==> src/rtl/lif_scheduler_if.sv <==
// Current-write handshake bundle for lif_scheduler: the host offers a current
// value for one neuron; the scheduler accepts it only while idle.
interface lif_scheduler_if;
  logic       cur_valid;
  logic       cur_ready;
  logic [1:0] cur_id;
  logic [7:0] cur_data;

  modport master (
    output cur_valid,
    output cur_id,
    output cur_data,
    input  cur_ready
  );

  modport slave (
    input  cur_valid,
    input  cur_id,
    input  cur_data,
    output cur_ready
  );
endinterface

==> src/rtl/lif_scheduler.sv <==
// Four-neuron leaky integrate-and-fire scheduler. A step request starts a
// sweep in which a single shared update datapath visits neurons 0..3 on four
// consecutive edges: spike test on the pre-update membrane, leaky integration
// of the buffered current with saturation, optional threshold adaptation, and
// consumption of the current buffer. Spike flags of the sweep are published
// together with a one-cycle done pulse at the neuron-3 edge.
module lif_scheduler #(
  parameter int BETA        = 224,
  parameter int THRESH_INIT = 100,
  parameter int THR_STEP    = 16,
  parameter int THR_MIN     = 32,
  parameter int THR_MAX     = 220
) (
  input  logic                clk,
  input  logic                rst,
  lif_scheduler_if.slave      cur,
  input  logic                step,
  input  logic                learn_en,
  output logic                busy,
  output logic                done,
  output logic [3:0]          spike_vec,
  output logic                step_err,
  input  logic [1:0]          rd_id,
  output logic [7:0]          rd_state
);

  localparam logic [7:0] BETA_U8     = 8'(BETA);
  localparam logic [7:0] THR_INIT_U8 = 8'(THRESH_INIT);
  localparam logic [7:0] THR_STEP_U8 = 8'(THR_STEP);
  localparam logic [7:0] THR_MIN_U8  = 8'(THR_MIN);
  localparam logic [7:0] THR_MAX_U8  = 8'(THR_MAX);

  localparam logic [0:0] S_IDLE   = 1'b0;
  localparam logic [0:0] S_UPDATE = 1'b1;

  // Membrane leak: state * BETA / 256 with a 16-bit product.
  function automatic logic [7:0] leak(input logic [7:0] st);
    logic [15:0] prod;
    prod = 16'(st) * 16'(BETA_U8);
    return prod[15:8];
  endfunction

  // Integration with saturation at 255, evaluated on a 16-bit intermediate.
  function automatic logic [7:0] sat_add(input logic [7:0] a, input logic [7:0] b);
    logic [15:0] sum;
    sum = 16'(a) + 16'(b);
    return (sum > 16'd255) ? 8'hFF : sum[7:0];
  endfunction

  // Threshold adaptation: climb by THR_STEP on a spike (capped at THR_MAX),
  // otherwise relax by one (floored at THR_MIN).
  function automatic logic [7:0] thr_adapt(input logic [7:0] thr, input logic spk);
    logic [8:0] up;
    logic [7:0] res;
    up = {1'b0, thr} + {1'b0, THR_STEP_U8};
    if (spk) begin
      res = (up > {1'b0, THR_MAX_U8}) ? THR_MAX_U8 : up[7:0];
    end else begin
      res = (thr > THR_MIN_U8) ? (thr - 8'd1) : THR_MIN_U8;
    end
    return res;
  endfunction

  logic [0:0] fsm_q;
  logic [1:0] idx_q;
  logic [2:0] spk_acc_q;

  logic [7:0] state_q [0:3];
  logic [7:0] thr_q   [0:3];
  logic [7:0] buf_q   [0:3];
  logic [7:0] state_nxt [0:3];

  logic       wr_acc;
  logic [7:0] state_p0;
  logic [7:0] thr_p0;
  logic [7:0] buf_p0;
  logic       spike_p0;
  logic [7:0] new_state_p0;
  logic [7:0] new_thr_p0;

  assign busy          = (fsm_q == S_UPDATE);
  assign cur.cur_ready = ~busy;
  assign wr_acc        = cur.cur_valid & cur.cur_ready;

  // Shared update datapath: operands of the neuron selected by the sweep index.
  always_comb begin
    state_p0     = state_q[idx_q];
    thr_p0       = thr_q[idx_q];
    buf_p0       = buf_q[idx_q];
    spike_p0     = (state_p0 >= thr_p0);
    new_state_p0 = spike_p0 ? 8'd0 : sat_add(buf_p0, leak(state_p0));
    new_thr_p0   = thr_adapt(thr_p0, spike_p0);
  end

  // Post-edge membrane values, shared by the state registers and the readback.
  always_comb begin
    for (int i = 0; i < 4; i++) begin
      state_nxt[i] = state_q[i];
    end
    if (busy) begin
      state_nxt[idx_q] = new_state_p0;
    end
  end

  // Sweep sequencer: IDLE waits for step, UPDATE walks neurons 0..3.
  always_ff @(posedge clk or posedge rst) begin
    if (rst) begin
      fsm_q <= S_IDLE;
      idx_q <= 2'd0;
    end else begin
      case (fsm_q)
        S_IDLE: begin
          if (step) begin
            fsm_q <= S_UPDATE;
            idx_q <= 2'd0;
          end
        end
        default: begin
          idx_q <= idx_q + 2'd1;
          if (idx_q == 2'd3) begin
            fsm_q <= S_IDLE;
          end
        end
      endcase
    end
  end

  // Spike collection, done pulse, published spike vector and sticky step error.
  always_ff @(posedge clk or posedge rst) begin
    if (rst) begin
      spk_acc_q <= 3'd0;
      spike_vec <= 4'd0;
      done      <= 1'b0;
      step_err  <= 1'b0;
    end else begin
      done <= 1'b0;
      if (busy && step) begin
        step_err <= 1'b1;
      end
      if (busy) begin
        if (idx_q == 2'd3) begin
          spike_vec <= {spike_p0, spk_acc_q};
          done      <= 1'b1;
        end else begin
          spk_acc_q[idx_q] <= spike_p0;
        end
      end
    end
  end

  // Membrane state registers and registered readback of the selected neuron.
  always_ff @(posedge clk or posedge rst) begin
    if (rst) begin
      for (int i = 0; i < 4; i++) begin
        state_q[i] <= 8'd0;
      end
      rd_state <= 8'd0;
    end else begin
      for (int i = 0; i < 4; i++) begin
        state_q[i] <= state_nxt[i];
      end
      rd_state <= state_nxt[rd_id];
    end
  end

  // Adaptive thresholds, touched only for the neuron being updated with learning on.
  always_ff @(posedge clk or posedge rst) begin
    if (rst) begin
      for (int i = 0; i < 4; i++) begin
        thr_q[i] <= THR_INIT_U8;
      end
    end else if (busy && learn_en) begin
      thr_q[idx_q] <= new_thr_p0;
    end
  end

  // Current buffers: host writes while idle, consumed when the neuron is updated.
  always_ff @(posedge clk or posedge rst) begin
    if (rst) begin
      for (int i = 0; i < 4; i++) begin
        buf_q[i] <= 8'd0;
      end
    end else begin
      if (wr_acc) begin
        buf_q[cur.cur_id] <= cur.cur_data;
      end
      if (busy) begin
        buf_q[idx_q] <= 8'd0;
      end
    end
  end

endmodule

==> src/flat_wrapper.sv <==
// flat-port wrapper written by rule: the top's interface ports become plain ports
module lif_scheduler_flat 
#(
  parameter int BETA        = 224,
  parameter int THRESH_INIT = 100,
  parameter int THR_STEP    = 16,
  parameter int THR_MIN     = 32,
  parameter int THR_MAX     = 220
)
  (clk, rst, step, learn_en, busy, done, spike_vec, step_err, rd_id, rd_state, cur_cur_valid, cur_cur_id, cur_cur_data, cur_cur_ready);
  lif_scheduler_if cur_i ();
  input  logic clk;
  input  logic rst;
  input  logic step;
  input  logic learn_en;
  output logic busy;
  output logic done;
  output logic [3:0] spike_vec;
  output logic step_err;
  input  logic [1:0] rd_id;
  output logic [7:0] rd_state;
  input wire logic [$bits(cur_i.cur_valid)-1:0] cur_cur_valid;
  input wire logic [$bits(cur_i.cur_id)-1:0] cur_cur_id;
  input wire logic [$bits(cur_i.cur_data)-1:0] cur_cur_data;
  output wire logic [$bits(cur_i.cur_ready)-1:0] cur_cur_ready;
  assign cur_i.cur_valid = cur_cur_valid;
  assign cur_i.cur_id = cur_cur_id;
  assign cur_i.cur_data = cur_cur_data;
  assign cur_cur_ready = cur_i.cur_ready;
  lif_scheduler #(.BETA(BETA), .THRESH_INIT(THRESH_INIT), .THR_STEP(THR_STEP), .THR_MIN(THR_MIN), .THR_MAX(THR_MAX)) u_core (.clk(clk), .rst(rst), .cur(cur_i), .step(step), .learn_en(learn_en), .busy(busy), .done(done), .spike_vec(spike_vec), .step_err(step_err), .rd_id(rd_id), .rd_state(rd_state));
endmodule
==> config.mk <==
export PLATFORM = sky130hd
export DESIGN_NAME = lif_scheduler_flat
export DESIGN_NICKNAME = d
export VERILOG_FILES = /design/src/rtl/lif_scheduler_if.sv /design/src/rtl/lif_scheduler.sv /design/src/flat_wrapper.sv
export SDC_FILE = /design/constraint.sdc
export NUM_CORES = 1
export LEC_CHECK = 0
export ABC_AREA = 1
export CAP_MARGIN = 10
export CORE_MARGIN = 1
export CORE_UTILIZATION = 55
export CTS_CLUSTER_DIAMETER = 120
export DETAILED_ROUTE_END_ITERATION = 10
export HOLD_SLACK_MARGIN = 0.08
export PLACE_DENSITY = 0.76
export SLEW_MARGIN = 10
export SYNTH_ARGS = -nofsm -noshare
export SYNTH_HDL_FRONTEND = slang
export SYNTH_SLANG_ARGS = --single-unit
==> constraint.sdc <==
create_clock -name clk -period 4.8 [get_ports clk]
set_input_delay 1.44 -clock clk [delete_from_list [all_inputs] [get_ports clk]]
set_output_delay 1.44 -clock clk [all_outputs]
set_load 0.01 [all_outputs]
======== Word-level counts from Yosys, hierarchy flattened ========
Index checks and enable logic that the tools add are counted.
word-level totals
  output and inout bits ................... 16
  flip-flop bits (word level) ............. 116
  input port bits ......................... 17
cells by class
  equal/unequal tests ..................... 1
  reduce and logical (&&, ||, !) cells .... 8
  bitwise operators ....................... 8
  $add $sub $neg .......................... 4
  muxes and demuxes ....................... 37
  multiply operators ...................... 1
  order comparisons ....................... 11
operator list
  operator                                                    count
  two-way mux 8 bit                                           15
  bitwise mux 32 bit                                          3
  two-way mux 32 bit                                          3
  binary-select mux 8 bit (select 2 bit)                      4
  AND 32 bit                                                  1
  demux 8 bit (select 2 bit)                                  2
  NOT 32 bit                                                  1
  > comparator 16 x 8 -> 1 bit, second input constant         1
  multiplier 8 x 3 -> 11 bit, second input constant           1
  adder 8 x 5 -> 9 bit, second input constant                 1
  adder 8 x 8 -> 9 bit                                        1
  greater-or-equal comparator 3 bit, second input constant    3
  > comparator 9 x 8 -> 1 bit, second input constant          1
  NOT 2 -> 3 bit                                              3
  greater-or-equal comparator 8 bit                           1
  > comparator 8 x 6 -> 1 bit, second input constant          1
  subtractor 8 x 1 -> 8 bit, second input constant            1
  less-than comparator 3 x 1 -> 1 bit, second input constant  2
  two-way mux 1 bit                                           6
  logical AND 1 bit                                           5
  two-way mux 2 bit                                           2
  AND reduction 2 bit                                         2
  bitwise mux 3 bit                                           1
  less-than comparator 2 x 3 -> 1 bit, second input constant  1
  7 further kinds                                             8

======== Logic depth before layout (Yosys ltp) ========
  depth after elaboration ................. 14
  gate-level depth with buffers ........... 34
  depth with buffers taken out ............ 30

======== Worst setup path before layout ========
No wires, ideal clock.
  kind .................................... flip-flop to flip-flop
  start ................................... register u_core.idx_q[1]
  end ..................................... register u_core.rd_state[1]
  path slack .............................. -114 ps
  period minus slack after synthesis ...... 4914 ps
  data arrival time ....................... 4797 ps
  stages on the path, launching flop included .. 31
  required time ........................... 4683 ps
  library setup time ...................... 117 ps
  cells stage by stage .................... dfrtp_1 > buf_4 > inv_1 > buf_6 > buf_2 > buf_2 > a21oi_1 > a21oi_1 > fa_1 > fa_1 > a21oi_1 > o21ai_0 > nand2_1 > nand2_1 > a21oi_1 > nor2_1 > o21ai_0 > nand2_1 > ha_1 > nand2_1 > inv_1 > nand2_1 > nand2_1 > a21oi_1 > inv_1 > nor2_1 > o21ai_0 > nand3_1 > nand2_1 > nand2_1 > nand2_1
on the way
  longest elaborated chain between the ends .. 14
  elaborated cells between the ends (all ways) .. 26
  classes of those cells .................. add/sub (1); mul (1); order compare (4); mux (18); bitwise (1); reduce/logical (1)
ends and longest elaborated chain
  element                                                 RTL line              text
  start: declaration                                      lif_scheduler.sv:65   logic [1:0] idx_q;
  start signal: assignment                                lif_scheduler.sv:119  idx_q <= idx_q + 2'd1;
  NOT 2 -> 3 bit (not written as such) *                  -
  binary-select mux 8 bit (select 2 bit)                  lif_scheduler.sv:87   state_p0 = state_q[idx_q];
  two-way mux 8 bit (not written as such) (2 in a row)    lif_scheduler.sv:87
  multiplier 8 x 3 -> 11 bit                              lif_scheduler.sv:39   prod = 16'(st) * 16'(BETA_U8);
  adder 8 x 8 -> 9 bit                                    lif_scheduler.sv:46   sum = 16'(a) + 16'(b);
  > comparator 16 x 8 -> 1 bit                            lif_scheduler.sv:47   return (sum > 16'd255) ? 8'hFF : sum[7:0];
  two-way mux 8 bit                                       lif_scheduler.sv:47
  two-way mux 8 bit                                       lif_scheduler.sv:91   new_state_p0 = spike_p0 ? 8'd0 : sat_add(buf_p0, leak(state_p0));
  bitwise mux 32 bit *                                    lif_scheduler.sv:101  state_nxt[idx_q] = new_state_p0;
  two-way mux 32 bit *                                    lif_scheduler.sv:100  if (busy) begin
  binary-select mux 8 bit (select 2 bit) *                lif_scheduler.sv:162  rd_state <= state_nxt[rd_id];
  two-way mux 8 bit (not written as such) * (2 in a row)  lif_scheduler.sv:162
  end signal: assignment                                  lif_scheduler.sv:162
  end: declaration                                        lif_scheduler.sv:24   output logic [7:0] rd_state
Every way passes the cells marked *; elsewhere a longest branch is shown, timed or not. The select of a mux whose other input is x is not followed.
A chain may end at the register's enable or synchronous reset.

======== Final worst setup path ========
  start ................................... register u_core.idx_q[0]
  end ..................................... register u_core.rd_state[2]
Same word-level chain as after synthesis.

==> summary by stage <==
Final layout
The layout filler cell count is 982. The repair_antennas step left the layout with diodes totalling 0. The post-route netlist has between 10% and 20% of its cells at a drive strength greater than 1.

The count of nets after finishing is between 1000 and 1500. The area growth from synthesis to layout is 21.8%.

Logic synthesis
The most used flip-flop cell after synthesis is sky130_fd_sc_hd__dfrtp_1. The mapped netlist covers 0.00730 sq mm. In the post-synthesis netlist, the biggest area contributors are sky130_fd_sc_hd__dfrtp_1, sky130_fd_sc_hd__nand2_1, sky130_fd_sc_hd__ha_1. Synthesis produced a netlist with a net count of 1062. The simple-gate share of the synthesized area is 30.9%. Of the post-synthesis cell area, the part taken by muxes is 0%. Counting flops and latches in the post-synthesis netlist gives around 120.

Sequential cells were found to cover 40.0% of the synthesized design area. The xor and xnor fraction of the mapped netlist area is 0.960%. Yosys printed 0 warnings. The biggest area contributor in the post-synthesis netlist is sky130_fd_sc_hd__dfrtp_1.

The cell count after synthesis is 1001. The most common cell in the netlist is sky130_fd_sc_hd__nand2_1. The complex-gate fraction of the synthesized area is 11.7%. Counting flops with a built-in enable in the synthesized netlist gives 0. The synthesized netlist devotes 8.47% of its cell area to adder and majority cells. Averaged over all synthesized cells, the footprint is about 7.3 sq um. After synthesis, the largest family of logic cells by area is simple AND/OR/NAND/NOR gates. Summed over its instances, the top area cell type makes up a little over a third of the synthesized netlist area. In the synthesized netlist, the cells that appear most often are sky130_fd_sc_hd__nand2_1, sky130_fd_sc_hd__dfrtp_1, sky130_fd_sc_hd__inv_1. Synthesis instantiated 35 different standard cells from the library.

The share of flip-flops with an asynchronous set or reset is 100%.

GRT
The via count of the first global-routing pass is 6395. The first global-routing pass estimated 31000 um of wire. The pin count of the biggest net entering global routing is 48. Across every metal layer, demand over resource in global routing totals 30.0%. For this run the aggregate overflow at the end of global routing stands at 0. The number of antenna violations at the first check in global routing came to 0.

Setup path
The kind of critical path is reg2reg. The highest cell delay on the worst timing path is 0.52 ns. For the worst flop-to-flop path, the logic depth is 28.

The worst setup path is launched from a register. In this run the register-to-register setup slack is 0.03 ns. The critical path starts at u_core.idx_q[0].

The signal arrival time at the worst endpoint is 5.08 ns. The most used cell along the critical path is sky130_fd_sc_hd__nand2_1. The critical path capture point type is a register. On the critical path, the stage with the largest delay is an instance of sky130_fd_sc_hd__fa_1.

The critical register-to-register path startpoint is u_core.idx_q[0]. The endpoint identified for the worst register-to-register timing path is u_core.rd_state[2]. The critical path ends at u_core.rd_state[2]. In this run the worst path has a maximum fanout of 8. The required time of the critical path is between 5 and 6 ns.

Clock network
In this run the clock root is driven by a sky130_fd_sc_hd__clkbuf_16. The clock latency of the later-clocked register in the worst-skew pair is 0.43 ns. The buffer levels on the longest clock path is 2.

TritonCTS built the clock tree. The number of clock sinks is 116. The clock slew seen by the registers of the worst setup and hold paths is ~0.060 ns. The number of levels in the clock H-tree is 4. The number of buffers inserted during clock tree synthesis is 17.

Detailed routing
The detail route stage leaves a number of antenna-violating nets equal to 0. The routed layout has about 6900 vias. The pre-antenna-repair detailed-routing pass consisted of 5 iterations. The total wire length is about 20000 um. In the final routed layout, each cell accounts on average for 16.1 um.

The initial DRC count is 519. Using the TritonRoute via totals, the vias-per-cell ratio works out to 5.52. The residual DRC count is 0.

STA
Setup total negative slack on the finished layout was measured at 0 ns. The post-route clock period utilization is slightly below 100%. Setup repair after global routing could not meet its margin everywhere. The max-slew violation count is 0. Setup violations remaining at the end of the flow were counted as 0. The fmax is approximately 210 MHz. Across the routed clock network, the largest skew measured is 0.00834 ns. Measured against its own limit, the worst slew margin works out to 47.6%. Subtracting the final worst setup slack from the clock period gives 4.77 ns. At the pin with the least slew margin, the transition time is approximately 0.79 ns. The count of endpoints failing hold in the final timing report was 0.

Placed design
Buffers placed on the I/O ports in this run total 32. Detailed placement ended at an HPWL of 12600 um. The last weighted congestion value of the routability-driven placer is 0.900.

Die
The total I/O pin count is 33. Measured along the y axis, the die boundary spans 117 um. The area of the die is 0.0137 sq mm. The initial utilization of the core area, before any placement, comes to 57.1%. The row count is a little over 40. The floorplan core area is 0.0128 sq mm. The die outline width is 117 um.

Job
The max-cap check violation count is 0.

Worst hold path
The class of the tightest hold or removal check is reg2reg.

Run status
The run finished with clean final reports.
## worst min path at each step
stage	endpoint	startpoint	cells past startpoint
final	u_core.thr_q[13]	u_core.thr_q[13]	2
after global routing	u_core.thr_q[26]	u_core.thr_q[26]	2
after floorplan	u_core.thr_q[13]	u_core.thr_q[13]	2
after CTS	u_core.thr_q[13]	u_core.thr_q[13]	2
after detailed placement	u_core.step_err	u_core.step_err	1
after global placement	u_core.step_err	u_core.step_err	1
## sequential cells by signal, summed over array words and instances, names as in the netlist
name and cells:
u_core.state_q 32, u_core.spk_acc_q 3, u_core.buf_q 32, u_core.step_err 1, u_core.rd_state 8, u_core.done 1, u_core.idx_q 2, u_core.thr_q 32
u_core.spike_vec 4, u_core.busy 1
## logic make-up after synthesis
kind of cell               after synthesis
AOI/OAI and AO/OA                      162
xor gates and xnor gates                 8
adders and majority gates               44
buffers and inverters                  147
DFF                                    116
and+or+nand+nor                        524
## cells in the final DEF (no fill, tap or decap), types with 15 or more instances in the layout
master                            count
sky130_fd_sc_hd__a21oi_1             66
sky130_fd_sc_hd__buf_4               46
sky130_fd_sc_hd__clkbuf_16           18
sky130_fd_sc_hd__clkdlybuf4s50_1     32
sky130_fd_sc_hd__dfrtp_1            102
sky130_fd_sc_hd__ha_1                29
sky130_fd_sc_hd__inv_1               96
sky130_fd_sc_hd__nand2_1            286
sky130_fd_sc_hd__nand2_2             15
sky130_fd_sc_hd__nand3_1             71
sky130_fd_sc_hd__nand3b_1            17
sky130_fd_sc_hd__nor2_1              89
sky130_fd_sc_hd__o21ai_0             59
## area by class of cell
type / count / area (sq um) / share of cell area, %
inverters: 111 / 432 / 4.86
well taps: 172 / 215 / 2.42
repair inverters: 1 / 7.51 / 0.0845
clock buffers: 18 / 439 / 4.94
repair buffers: 81 / 717 / 8.07
flip-flops and latches: 116 / 2920 / 32.9
clock inverters: 14 / 129 / 1.45
multi-input cells: 738 / 4030 / 45.3
## metrics by stage
stage	setup WS, ns	hold WS, ns	cells	area, sq um	util (%)
3_3_place_gp	0.0573	0.453	1191	7850	61.4
5_1_grt	-0.266	0.488	1251	8880	69.6
3_5_place_dp	-0.0149	0.456	1191	7850	61.4
6_report	0.0281	0.465	1251	8880	69.6
2_1_floorplan	0.0145	0.448	1001	7310	-
4_1_cts	0.0148	0.467	1229	8480	66.4
## layer usage
metal	part of all wire, %	track usage (%)	vias up
met3	5.8	5.72	49
met5	0	0	-
met4	2.9	13.7	0
met1	44	38.7	3263
met2	48	49.0	246
li1	-	-	3351
## worst max-delay path, delay by kind of cell, from the launching register on
family / cells / cell delay [ns]
adders and majority gates: 3 / 1.25
and+or+nand+nor: 12 / 1.12
AOI/OAI and AO/OA: 7 / 0.91
buffers and inverters: 5 / 0.63
DFF: 1 / 0.51
xor gates and xnor gates: 1 / 0.22
## repair_timing
item | CTS | global route
pin swaps | 0 | 37
resized for setup | 5 | 64
setup buffers | 5 | 21
gates cloned | 1 | 1
setup endpoints to repair | 3 | 40
hold buffers | 0 | 0
Power is not shown: default switching activity piles up to over one toggle a cycle in this logic, so the estimate is an artifact.
